**config.mk**
```make
export PLATFORM = sky130hd
export DESIGN_NAME = ad_ip_jesd204_tpl_dac_dma_fifo
export DESIGN_NICKNAME = d
export VERILOG_FILES = /design/src/rtl/jesd204_tpl_dac_pkg.sv /design/src/rtl/ad_ip_jesd204_tpl_dac_fifo_mem.sv /design/src/rtl/ad_ip_jesd204_tpl_dac_dma_fifo.sv
export SDC_FILE = /design/constraint.sdc
export NUM_CORES = 2
export LEC_CHECK = 0
export ABC_AREA = 0
export BUFFER_PORTS_ARGS = -buffer_cell sky130_fd_sc_hd__buf_2
export CAP_MARGIN = 30
export CORE_MARGIN = 10
export CORE_UTILIZATION = 35
export CTS_CLUSTER_SIZE = 8
export DETAILED_ROUTE_END_ITERATION = 6
export SYNTH_ARGS = -nofsm -noshare
export SYNTH_HDL_FRONTEND = slang
export SYNTH_SLANG_ARGS = --single-unit
```
**constraint.sdc**
```tcl
create_clock -name clk -period 13.8 [get_ports clk]
set_clock_uncertainty 0.05 [all_clocks]
set_input_delay 1.38 -clock clk [delete_from_list [all_inputs] [get_ports clk]]
set_output_delay 1.38 -clock clk [all_outputs]
set_load 0.01 [all_outputs]
```
**src/rtl/jesd204_tpl_dac_pkg.sv**
```systemverilog
// Shared definitions for the JESD204 TPL DAC path: DMA FIFO state encoding and width helpers.
package jesd204_tpl_dac_pkg;

  localparam logic [1:0] IDLE    = 2'd0;
  localparam logic [1:0] PREFILL = 2'd1;
  localparam logic [1:0] STREAM  = 2'd2;

  typedef enum logic [1:0] {
    S_IDLE    = IDLE,
    S_PREFILL = PREFILL,
    S_STREAM  = STREAM
  } fifo_state_e;

  function automatic int clog2(input int value);
    int r;
    r = 0;
    while ((1 << r) < value) r++;
    return r;
  endfunction

  // Core link word width: NUM_LANES * OCTETS_PER_BEAT * 8.
  function automatic int link_data_width(input int num_lanes, input int octets_per_beat);
    return num_lanes * octets_per_beat * 8;
  endfunction

endpackage

```
**src/rtl/ad_ip_jesd204_tpl_dac_fifo_mem.sv**
```systemverilog
// Simple dual-port RAM with one write port and a registered, write-first read port.
module ad_ip_jesd204_tpl_dac_fifo_mem #(
  parameter int DATA_WIDTH = 128,
  parameter int ADDR_WIDTH = 4
) (
  input  logic                  clk,
  input  logic                  resetn,
  input  logic                  we_i,
  input  logic [ADDR_WIDTH-1:0] waddr_i,
  input  logic [DATA_WIDTH-1:0] wdata_i,
  input  logic                  re_i,
  input  logic                  clr_i,
  input  logic [ADDR_WIDTH-1:0] raddr_i,
  output logic [DATA_WIDTH-1:0] rdata_o
);

  logic [DATA_WIDTH-1:0] mem_q [2**ADDR_WIDTH];
  logic [DATA_WIDTH-1:0] rdata_q;

  always_ff @(posedge clk) begin
    if (we_i) mem_q[waddr_i] <= wdata_i;
  end

  // Bypass lets a word written this edge become the head immediately when the FIFO ran dry.
  always_ff @(posedge clk or negedge resetn) begin
    if (!resetn)    rdata_q <= '0;
    else if (clr_i) rdata_q <= '0;
    else if (re_i)  rdata_q <= (we_i && (waddr_i == raddr_i)) ? wdata_i : mem_q[raddr_i];
  end

  assign rdata_o = rdata_q;

endmodule

```
**src/rtl/ad_ip_jesd204_tpl_dac_dma_fifo.sv**
```systemverilog
// Elastic prefill FIFO between the DAC DMA stream and the TPL DAC core, with sticky underflow.
// Optional DAC_FIFO_ZERO_ON_UNDERFLOW_EN zeroes dac_ddata on underflow instead of holding it.
module ad_ip_jesd204_tpl_dac_dma_fifo
  import jesd204_tpl_dac_pkg::*;
#(
  parameter int DATA_WIDTH    = 128,
  parameter int NUM_CHANNELS  = 1,
  parameter int ADDR_WIDTH    = 4,
  parameter int PREFILL_LEVEL = 8
) (
  input  logic                    clk,
  input  logic                    resetn,
  input  logic                    s_axis_valid,
  output logic                    s_axis_ready,
  input  logic [DATA_WIDTH-1:0]   s_axis_data,
  input  logic [NUM_CHANNELS-1:0] dac_valid,
  output logic [DATA_WIDTH-1:0]   dac_ddata,
  output logic                    dac_dunf,
  input  logic                    dac_dunf_clr,
  output logic [ADDR_WIDTH:0]     fifo_level
);

  localparam int              LW          = ADDR_WIDTH + 1;
  localparam logic [LW-1:0]   FULL_LVL    = LW'(2**ADDR_WIDTH);
  localparam logic [LW-1:0]   PREFILL_LVL = LW'(PREFILL_LEVEL);

  fifo_state_e           state_q, state_d;
  logic [ADDR_WIDTH-1:0] wr_ptr_q, wr_ptr_d, rd_ptr_q, rd_ptr_d;
  logic [LW-1:0]         level_q, level_d;
  logic                  dunf_q, dunf_d, ready_q;
  logic                  push, pop, underflow, rd_en, rd_clr;
  logic                  dac_valid_unused;

  // All dac_valid bits are identical; bit 0 is the request.
  assign dac_valid_unused = ^dac_valid;

  always_comb begin
    push      = s_axis_valid & ready_q;
    pop       = dac_valid[0] & (state_q == S_STREAM) & (level_q != '0);
    underflow = dac_valid[0] & (state_q == S_STREAM) & (level_q == '0);
    wr_ptr_d  = wr_ptr_q + ADDR_WIDTH'(push);
    rd_ptr_d  = rd_ptr_q + ADDR_WIDTH'(pop);
    level_d   = level_q + LW'(push) - LW'(pop);
    dunf_d    = underflow | (dunf_q & ~dac_dunf_clr);
    state_d   = state_q;
    case (state_q)
      S_IDLE:    if (push) state_d = S_PREFILL;
      S_PREFILL: if (level_q >= PREFILL_LVL) state_d = S_STREAM;
      S_STREAM:  if (underflow) state_d = S_PREFILL;
      default:   state_d = S_IDLE;
    endcase
    // Refresh the head only while streaming with data; otherwise the last popped word is held.
    rd_en = (state_d == S_STREAM) && (level_d != '0);
  end

`ifdef DAC_FIFO_ZERO_ON_UNDERFLOW_EN
  assign rd_clr = underflow;
`else
  assign rd_clr = 1'b0;
`endif

  always_ff @(posedge clk or negedge resetn) begin
    if (!resetn) begin
      state_q  <= S_IDLE;
      wr_ptr_q <= '0;
      rd_ptr_q <= '0;
      level_q  <= '0;
      dunf_q   <= 1'b0;
      ready_q  <= 1'b0;
    end else begin
      state_q  <= state_d;
      wr_ptr_q <= wr_ptr_d;
      rd_ptr_q <= rd_ptr_d;
      level_q  <= level_d;
      dunf_q   <= dunf_d;
      ready_q  <= (level_d != FULL_LVL);
    end
  end

  ad_ip_jesd204_tpl_dac_fifo_mem #(
    .DATA_WIDTH (DATA_WIDTH),
    .ADDR_WIDTH (ADDR_WIDTH)
  ) u_mem (
    .clk     (clk),
    .resetn  (resetn),
    .we_i    (push),
    .waddr_i (wr_ptr_q),
    .wdata_i (s_axis_data),
    .re_i    (rd_en),
    .clr_i   (rd_clr),
    .raddr_i (rd_ptr_d),
    .rdata_o (dac_ddata)
  );

  assign s_axis_ready = ready_q;
  assign dac_dunf     = dunf_q;
  assign fifo_level   = level_q;

endmodule

```
# Word level (Yosys, flattened, before mapping)
# Memory sizes are Yosys's and may differ from the RTL's. A register that Yosys moved wholly into a read port is not among the register bits.
# Index checks and enable logic that the tools add are counted.
word_totals:
  memories: 1
  mem_bits_rw: 2048
  latchBits: 0
  ff_bits: 17
  out_inout_bits: 135
  romBits: 0
op_classes:
  mul: 0
  n_bitwise: 7
  div_mod_pow: 0
  n_reduce_logical: 6
  add_sub_neg: 4
  eq_ne: 4
  shifts: 0
  magnitude_cmp: 1
  muxes: 6
mem_list:
  columns: ["name", "words", "width", "rd", "rd_clocked_by_memory_dff", "write_ports", "line_no", "source"]
  rows:
  - ["u_mem.mem_q", 16, 128, 1, 1, 1, "ad_ip_jesd204_tpl_dac_fifo_mem.sv:17", "logic [DATA_WIDTH-1:0] mem_q [2**ADDR_WIDTH];"]
ops:
  columns: ["cell", "count"]
  rows:
  - ["$reduce_bool A5 Y1", 2]
  - ["$add A4 B1 Y4", 2]
  - ["$mux W2", 3]
  - ["$pmux W2 S3", 1]
  - ["$add A5 B1 Y5", 1]
  - ["$and A1 B1 Y1", 5]
  - ["$ge A5 B4 Y1 const B", 1]
  - ["$logic_not A5 Y1", 1]
  - ["$ne A5 B5 Y1 const B", 1]
  - ["$sub A5 B1 Y5", 1]
  - ["$eq A2 B2 Y1 const B", 2]
  - ["$eq A2 B1 Y1 const B", 1]
  - ["$logic_not A2 Y1", 1]
  - ["$mux W1", 2]
  - ["$logic_and A1 B1 Y1", 1]
  - ["$logic_not A1 Y1", 1]
  - ["$not A1 Y1", 1]
  - ["$or A1 B1 Y1", 1]

# Logic depth before layout (Yosys ltp)
logic_depth:
  word_depth: 7
  mapped_depth: 18
  depth_no_buf: 16

# Hierarchy
# Synthesis repeated with hierarchy kept, for this count alone.
unflattened:
  hier_cells: 3720
  hier_area_um2: 83339.9
modules_own_cells:
  columns: ["mod", "area_each_um2", "cells_each", "n_inst"]
  rows:
  - ["ad_ip_jesd204_tpl_dac_fifo_mem", 82435.3, 3640, 1]
  - ["ad_ip_jesd204_tpl_dac_dma_fifo", 904.6, 80, 1]

# Least setup slack after synthesis
# OpenSTA, ideal clock, no wires.
synth_timing:
  path_kind: "input-to-reg"
  start: "input port s_axis_valid"
  end: "memory u_mem.mem_q[0][0], enable pin"
  stages: 3
  path_buffers: 0
  path_slack_ps: 2475
  t_arrival_ps: 10504
  cell_sequence: "nand2_1 -> or3_1 -> nor3_1"
synth_via:
  elab_chain_len: 3
synth_rtl:
  columns: ["element", "line_no", "source"]
  rows:
  - ["from (decl)", "ad_ip_jesd204_tpl_dac_dma_fifo.sv:13", "input logic s_axis_valid,"]
  - ["$and A1 B1 Y1", "ad_ip_jesd204_tpl_dac_dma_fifo.sv:38", "push = s_axis_valid & ready_q;"]
  - ["$mux W1", "ad_ip_jesd204_tpl_dac_fifo_mem.sv:21", "if (we_i) mem_q[waddr_i] <= wdata_i;"]
  - ["$mux W1 (implied by the code)", "ad_ip_jesd204_tpl_dac_fifo_mem.sv:21", null]
  - ["to (decl)", "ad_ip_jesd204_tpl_dac_fifo_mem.sv:17", null]
# Every way passes these cells.

# Worst setup path after layout
layout_timing:
  start: "register level_q[2], in the netlist fifo_level[2]"
  end: "register u_mem.rdata_q[26], in the netlist u_mem.rdata_o[26] (read register of u_mem.mem_q)"
layout_via:
  elab_cells_between_ends: 14
  cone_classes: "add/sub (3); order compare (1); eq/ne (1); mux (3); bitwise (2); reduce/logical (4)"
layout_lines:
  columns: ["element", "line_no", "source"]
  rows:
  - ["from (decl)", "ad_ip_jesd204_tpl_dac_dma_fifo.sv:29", "logic [LW-1:0] level_q, level_d;"]
  - ["from (signal assigned)", "ad_ip_jesd204_tpl_dac_dma_fifo.sv:74", "level_q <= level_d;"]
  - ["$reduce_bool A5 Y1", "ad_ip_jesd204_tpl_dac_dma_fifo.sv:39", "pop = dac_valid[0] & (state_q == S_STREAM) & (level_q != '0);"]
  - ["$and A1 B1 Y1", "ad_ip_jesd204_tpl_dac_dma_fifo.sv:39", null]
  - ["$add A4 B1 Y4", "ad_ip_jesd204_tpl_dac_dma_fifo.sv:42", "rd_ptr_d = rd_ptr_q + ADDR_WIDTH'(pop);"]
  - ["via rd_ptr_d[1]", "ad_ip_jesd204_tpl_dac_dma_fifo.sv:28", "logic [ADDR_WIDTH-1:0] wr_ptr_q, wr_ptr_d, rd_ptr_q, rd_ptr_d;"]
  - ["to (decl)", "ad_ip_jesd204_tpl_dac_fifo_mem.sv:18", "logic [DATA_WIDTH-1:0] rdata_q;"]
# The timed path passes the listed nets, and every way through them passes these cells.

==> reports/qor.yml <==
run_status:
  status: "complete, no violations"
clock_network:
  clock_latency_ns: 0.90
  cts-root-buf: "clkbuf_16"
  cts_sinks: 2193
  htreeDepth: 5
  cts_resized: 0
  clock_path_buffers: 4
  clk_pin_slew_ns: 0.06
  holdBufCountCts: 0
  numCtsBuffers: 326
  post-cts-setup-buffers: 0
  cts_tree: "done"
setup_path:
  cp-start-kind: "register"
  cp_data_required_time_ns: 14.52
  critPathTopFamily: "buffers and inverters"
  crit_fanout: 65
  crit_path_cell_trace: "inv_1 > ha_1 > nor4b_4 > nor2_4 > and2_1 > ha_4 > buf_4 > buf_4 > buf_4 > mux4_2 > mux4_2 > nand2_1 > a21oi_1"
  arrival_ns: 6.53
  end_kind: "register"
  worstPathBufferInverterCount: 4
  crit_top_cell: "buf_4"
  slowest_delay_ns: 0.88
  cp_slowest_cell: "buf_4"
  crit_type: "reg2reg"
drt:
  antenna_left: 0
  routed-via-count: 41800
  wl_per_cell_um: 28.6
  drtIter0Drc: 4103
  vias_per_cell: 5.41
  drt_first_pass_iters: 5
  drt_wl_total_um: 221000
  route.detailed.drc: 0
placed_design:
  dp_slack_ns: 7.37
  gp_congestion: 0.721
  place_inst: 7163
  hpwl_um: 109000
  io_buffers: 267
die:
  coreArea_mm2: 0.238
  die_w_um: 509
  initial_core_util: 0.352
  row_count: 179
  die_area_mm2: 0.259
  die_height_um: 509
  io-pin-count: 268
synth:
  ys_warn_count: 0
  postSynthCellCount: 3859
  synthArstFlopShare: 0.0661
  synth_largest_area_cell: "edfxtp_1"
  synthTopCellsByCount: "edfxtp_1 (2,048), mux4_2 (553), nand2_1 (219)"
  synth_edf_count: 2048
  syn_avg_cell_area_um2: 21.7
  syn_nets: 4003
  ys_ff_latch: 2193
  synth.yosys.seq_area_share: 0.779
  synth_area_leaders: "edfxtp_1 (74%), mux4_2 (15%), dfrtp_1 (4.3%)"
  yosys.cell_types.count: 48
  synthFlopType: "edfxtp_1"
  synth.cell_area_mm2: 0.0836
  yosysTopAreaCellShare: 0.735
  synthMostInstantiatedCell: "edfxtp_1"
pwr:
  p_comb_frac: 0.329
  p_sw_mw: 7.42
  p_int_mw: 16.2
  clkPwrFrac: 0.307
  switching_share: 0.315
  ir_drop_v: 0.000274
  power.density_mw_per_mm2: 239
  p_leak_nw: 31.9
  power.total_mw: 23.6
  pwr-share-seq: 0.364
finish:
  drive_gt1_frac: 0.285
  fin_nets: 4471
  n_fill_cell: 20700
  multiInputGateArea_mm2: 0.0177
  fin_cells: 7735
  layout-area-overhead-vs-synth_pct: 17.9
  regArea_mm2: 0.0651
grt:
  track_usage: 0.168
  grt_busiest_layer: "met2"
  grt_util_met3: 0.0429
  grt_max_degree: 129
  antenna_found_initial: 71
  grt_overflow_total: 0
  grt_first_pass_wirelength_um: 317000
  use_met2: 0.263
  grt_pass1_vias: 43000
  gr-usage-met1: 0.235
hold_path:
  min_path_type: "reg2reg"
sta:
  setup_tns_ns: 0
  slew_violations: 0
  timing.fmax_mhz: 172
  fin_crit_ns: 5.81
  worstMarginPinSlew_ns: 1.14
  fin_crit_sh: 0.421
  hold_slack_ns: 0.430
  layout_setup_ws_ns: 7.99
  grt_setup_unrepaired: "no"
  finalSetupViolCount: 0
  slew_headroom: 0.237
  finalHoldViolCount: 0
job:
  drv_cap: 0
## cell type report
cell class	instances	share of cell area
antenna	20	0.000507
clock buffer	539	0.0928
clock inverter	10	0.00157
inverter	14	0.000660
multi-input combinational	1433	0.179
sequential	2193	0.660
tap	3167	0.0402
timing repair buffer	359	0.0249
## registers in the layout (all words and copies together), names as in the netlist
register       flops
u_mem.mem_q     2048
rd_ptr_q           4
dac_dunf           1
s_axis_ready       1
fifo_level         5
state_q            2
wr_ptr_q           4
u_mem.rdata_o    128
## routing by layer
| layer | vias up | routed length (um) |
|---|---|---|
| met5 | - | 348 |
| met4 | 54 | 4770 |
| li1 | 17100 | - |
| met3 | 440 | 18700 |
| met2 | 1761 | 104000 |
| met1 | 22500 | 93300 |
## power groups by stage
stage | logic (mW) | registers, mW | clock network, mW
floorplan | 5.38 | 8.77 | 0
global placement | 7.76 | 8.70 | 0
detailed placement | 7.90 | 8.72 | 0
CTS | 7.92 | 8.60 | 7.38
global route | 8.40 | 8.65 | 7.68
finish | 7.76 | 8.59 | 7.23
## cells in the final DEF, fill, tap and decap left out, types with 63 or more instances in the layout
cell / Yosys / final
a21oi_1: 218 / 218
buf_2: 61 / 266
buf_4: 17 / 63
clkbuf_1: 127 / 202
clkbuf_16: 0 / 334
dfrtp_1: 145 / 145
edfxtp_1: 2048 / 2048
mux2i_1: 68 / 68
mux4_2: 553 / 553
nand2_1: 219 / 217
nand3_1: 76 / 75
nor2_1: 85 / 73
## worst register-to-register path: stages, from the launching register on
cell and delay, ns:
dfrtp_1 0.39, inv_1 0.12, ha_1 0.19, nor4b_4 0.36, nor2_4 0.12, and2_1 0.21, ha_4 0.67, buf_4 0.81
buf_4 0.70, buf_4 0.95, mux4_2 0.49, mux4_2 0.46, nand2_1 0.08, a21oi_1 0.08
## per-stage QoR
stage | area (um^2) | util
6_report | 98600 | 0.415
5_1_grt | 98600 | 0.415
4_1_cts | 98500 | 0.414
3_5_place_dp | 89200 | 0.375
3_3_place_gp | 88900 | 0.374
2_1_floorplan | 83600 | -
## worst paths after layout
path,to,startpoint,depth (start not counted),slack (ns)
max,u_mem.rdata_o[26],fifo_level[2],13,7.99
min,u_mem.rdata_o[44],u_mem.rdata_o[44],2,0.43
max reg2reg,u_mem.rdata_o[26],fifo_level[2],13,7.99
min reg2reg,u_mem.rdata_o[44],u_mem.rdata_o[44],2,0.43
max in group asynchronous,u_mem.rdata_o[62],resetn,2,11.62
min in group asynchronous,u_mem.rdata_o[82],resetn,1,0.55
## logic make-up after synthesis
kind of cell	after synthesis	share of synthesized area
simple gates	437	0.0227
compound gates	349	0.0255
buf+inv	233	0.0121
fa+ha+maj	11	0.00174
flops	2193	0.779
mux	624	0.157
xor+xnor	12	0.00174
No activity file was read; power rests on OpenSTA's default activity.
